--- config.mk ---
export PLATFORM = sky130hd
export DESIGN_NAME = sat_counter
export DESIGN_NICKNAME = d
export VERILOG_FILES = /design/src/rtl/sat_counter.sv
export SDC_FILE = /design/constraint.sdc
export NUM_CORES = 1
export LEC_CHECK = 0
export CAP_MARGIN = 10
export CORE_AREA = 5 5 42 44
export CTS_CLUSTER_DIAMETER = 120
export DETAILED_ROUTE_END_ITERATION = 10
export DIE_AREA = 0 0 47 49
export SYNTH_ARGS = -nofsm -noshare
export SYNTH_HDL_FRONTEND = slang
export SYNTH_SLANG_ARGS = --single-unit
--- constraint.sdc ---
create_clock -name clk -period 2.6 [get_ports clk]
set_input_delay 0.78 -clock clk [delete_from_list [all_inputs] [get_ports clk]]
set_output_delay 0.78 -clock clk [all_outputs]
set_load 0.02 [all_outputs]
--- src/rtl/sat_counter.sv ---
`default_nettype none
// ============================================================================
// Module      : sat_counter
// Description : Saturating up-counter with synchronous clear. Clear has
//               priority over increment. The count stops at all-ones.
// Revision    : 1.0 - initial release
// ============================================================================
module sat_counter #(
    parameter int WIDTH = 8
) (
    input  logic             clk,
    input  logic             rst_n,
    input  logic             inc,
    input  logic             clr,
    output logic [WIDTH-1:0] value
);

    localparam logic [WIDTH-1:0] c_maxVal = '1;

    logic [WIDTH-1:0] r_value;

    // Count up on inc, hold at the maximum, clear wins over increment
    always_ff @(posedge clk) begin
        if (!rst_n) begin
            r_value <= '0;
        end else if (clr) begin
            r_value <= '0;
        end else if (inc && (r_value != c_maxVal)) begin
            r_value <= r_value + 1'b1;
        end
    end

    assign value = r_value;

endmodule
`default_nettype wire

==> flow_summary.ini <==
[status]
outcome = complete, no violations

[clock_network]
cts_tree = done
cts-resized-gates = 0
holdBufCountCts = 0
cts-buffers-inserted = 3
clockRootBuffer = clkbuf_4
htree_levels = 1
clock_path_buffers = 2
clk_latency_ns = 0.26
cts.reportedPaths.clkPinSlew_ns = 0.06
cts_sinks = 8
cts_setup_buffers = 0

[route]
drt_wl_total_um = 944
dr.first_iter.drc_count = 18
dr_total_vias = 385
top_layer_used = met4
vias_per_cell = 5.07
drt_pass1_iterations = 4
routed-wl-met2_um = 445
drt-met1-wl_um = 456
ant_nets = 0
post-route-drc-count = 0
routedWlPerCell_um = 12.4
wl_met3_um = 32

[floorplan]
die-area_sq_mm = 0.00230
io_pins = 12
core_sq_mm = 0.00140
start_util_pct = 30.1
die_h_um = 49
die_w_um = 47
rows = 14

[logic_synthesis]
synth.distinct_cells = 19
synth_area_per_cell_sq_um = 9.17
ys_ff_latch = 8
syn_nets = 51
yosys_warnings = 0
syn_area_sq_um = 422
synth_seq_area_share_pct = 38.0
synthCells = 46

[worst_hold_path]
hold_class = reg -> reg

[power_and_ir_drop]
p_comb_share_pct = 6.9
switching_share_pct = 22.8
p_switching_mw = 0.0550
p_seq_share_pct = 51.9
power.internal_mw = 0.186
vdd_drop_max_v = 0.000228
clkPwrFrac_pct = 41.2
powerDensity_mw_per_mm2 = 419
p_leak_nw = 0.207

[sta]
worst_slack_ns = 0.438
fin_crit_sh_pct = 83.1
period_needed_ns = 2.16
finalMaxSlewViolations = 0
worstMarginPinSlew_ns = 0.481
setup-tns-final_ns = 0
hold_viol_final = 0
rsz0062_at_grt = no
max_freq_mhz = 463
setup_violations = 0
relSlewSlack_pct = 67.8
skew_ns = 0.00850

[final_layout]
largest_register_ffs = 8
mostFrequentLayoutCell = clkdlybuf4s50_1
nFillCells = 143
finalNetCount = 67
multi_input_area_sq_um = 262
layout_common_cells = clkdlybuf4s50_1, dfxtp_1, a21oi_1, nand2_1, and4_1
syn_to_final_growth_pct = 36.2
num_antenna_cells = 0
seq_area_sq_um = 160
drive_gt1_share_pct = 11.7

[global_routing]
grt_max_degree = 10
track_usage_pct = 9.17
overflow = 0
antenna_found_initial = 0
grt_pass1_wl_mm = 1.48
grt_pass1_vias = 347

[worst_setup_path]
worstPathArrival_ns = 1.38
cp.required_ns = 1.82
end_kind = output port
crit_fanout = 9
path_buf_inv = 1
cpPeakStageDelay_ns = 0.67
critical_path.top_delay_family = buffers and inverters
crit_chain = clkdlybuf4s50_1
critPathKind = reg -> out
critPathSlowestCell = clkdlybuf4s50_1
startpoint_type = register

[placed_design]
hpwl_um = 678
portBuffers = 11
globalplace.congestion = 0.689
dp_slack_ns = 0.526

[job]
drv_cap = 0
-- area by class of cell --
cell class              count  area share [%]
flip-flops and latches      8            27.9
multi-input cells          38            45.5
well taps                  16            3.49
clock buffers               3            3.92
repair buffers             11            19.2
-- stage by stage --
stage / cells / power [mW] / instance area [sq um] / hold WS [ns] / utilization [%]
global placement: 73 / 0.144 / 552 / 0.498 / 39.4
finish: 76 / 0.241 / 574 / 0.520 / 41.0
floorplan: 46 / 0.135 / 422 / 0.565 / -
CTS: 76 / 0.247 / 574 / 0.518 / 41.0
global route: 76 / 0.256 / 574 / 0.539 / 41.0
detailed placement: 73 / 0.144 / 552 / 0.504 / 39.4
-- final timing paths --
kind	from	to	slack, ns	cells past startpoint
min reg2reg	value[1]	value[1]	0.52	2
max reg2reg	value[0]	value[5]	1.26	4
max	value[4]	value[4]	0.44	1
min	value[1]	value[1]	0.52	2
-- cells in the mapped netlist --
cell,count,area share (%)
a21oi_1,5,5.9
a31oi_1,2,3.0
and4_4,1,2.7
and3_1,1,1.5
a211oi_2,1,3.0
o21ai_0,2,2.4
ha_1,1,3.0
nand4_1,1,1.5
nor2b_1,3,4.5
nor3_1,2,2.4
nor2b_2,1,2.1
mux2i_1,3,7.1
dfxtp_1,8,38
and4_1,4,8.3
nand3_1,1,1.2
nand2b_1,3,4.5
nand2_1,5,4.5
a311oi_1,1,2.1
a21boi_2,1,2.7
-- cell families after synthesis --
group	after synthesis	share of synthesized area [%]
simple gates	22	32.9
mux	3	7.12
compound gates	12	19.0
flops	8	38.0
fa+ha+maj	1	2.97
-- metal layers --
layer  vias to the layer above  GRT usage, %
met5                         -             0
met4                         0          6.91
met3                         2          3.32
met2                         8          12.2
met1                       168          11.5
li1                        207             -
-- power by group through the flow --
stage	clock network, mW	registers [mW]	logic [mW]
CTS	0.105	0.125	0.0168
detailed placement	0	0.128	0.0167
global placement	0	0.128	0.0168
global route	0.113	0.125	0.0181
finish	0.0992	0.125	0.0166
floorplan	0	0.129	0.00661
Power figures use the tool's default switching activity.
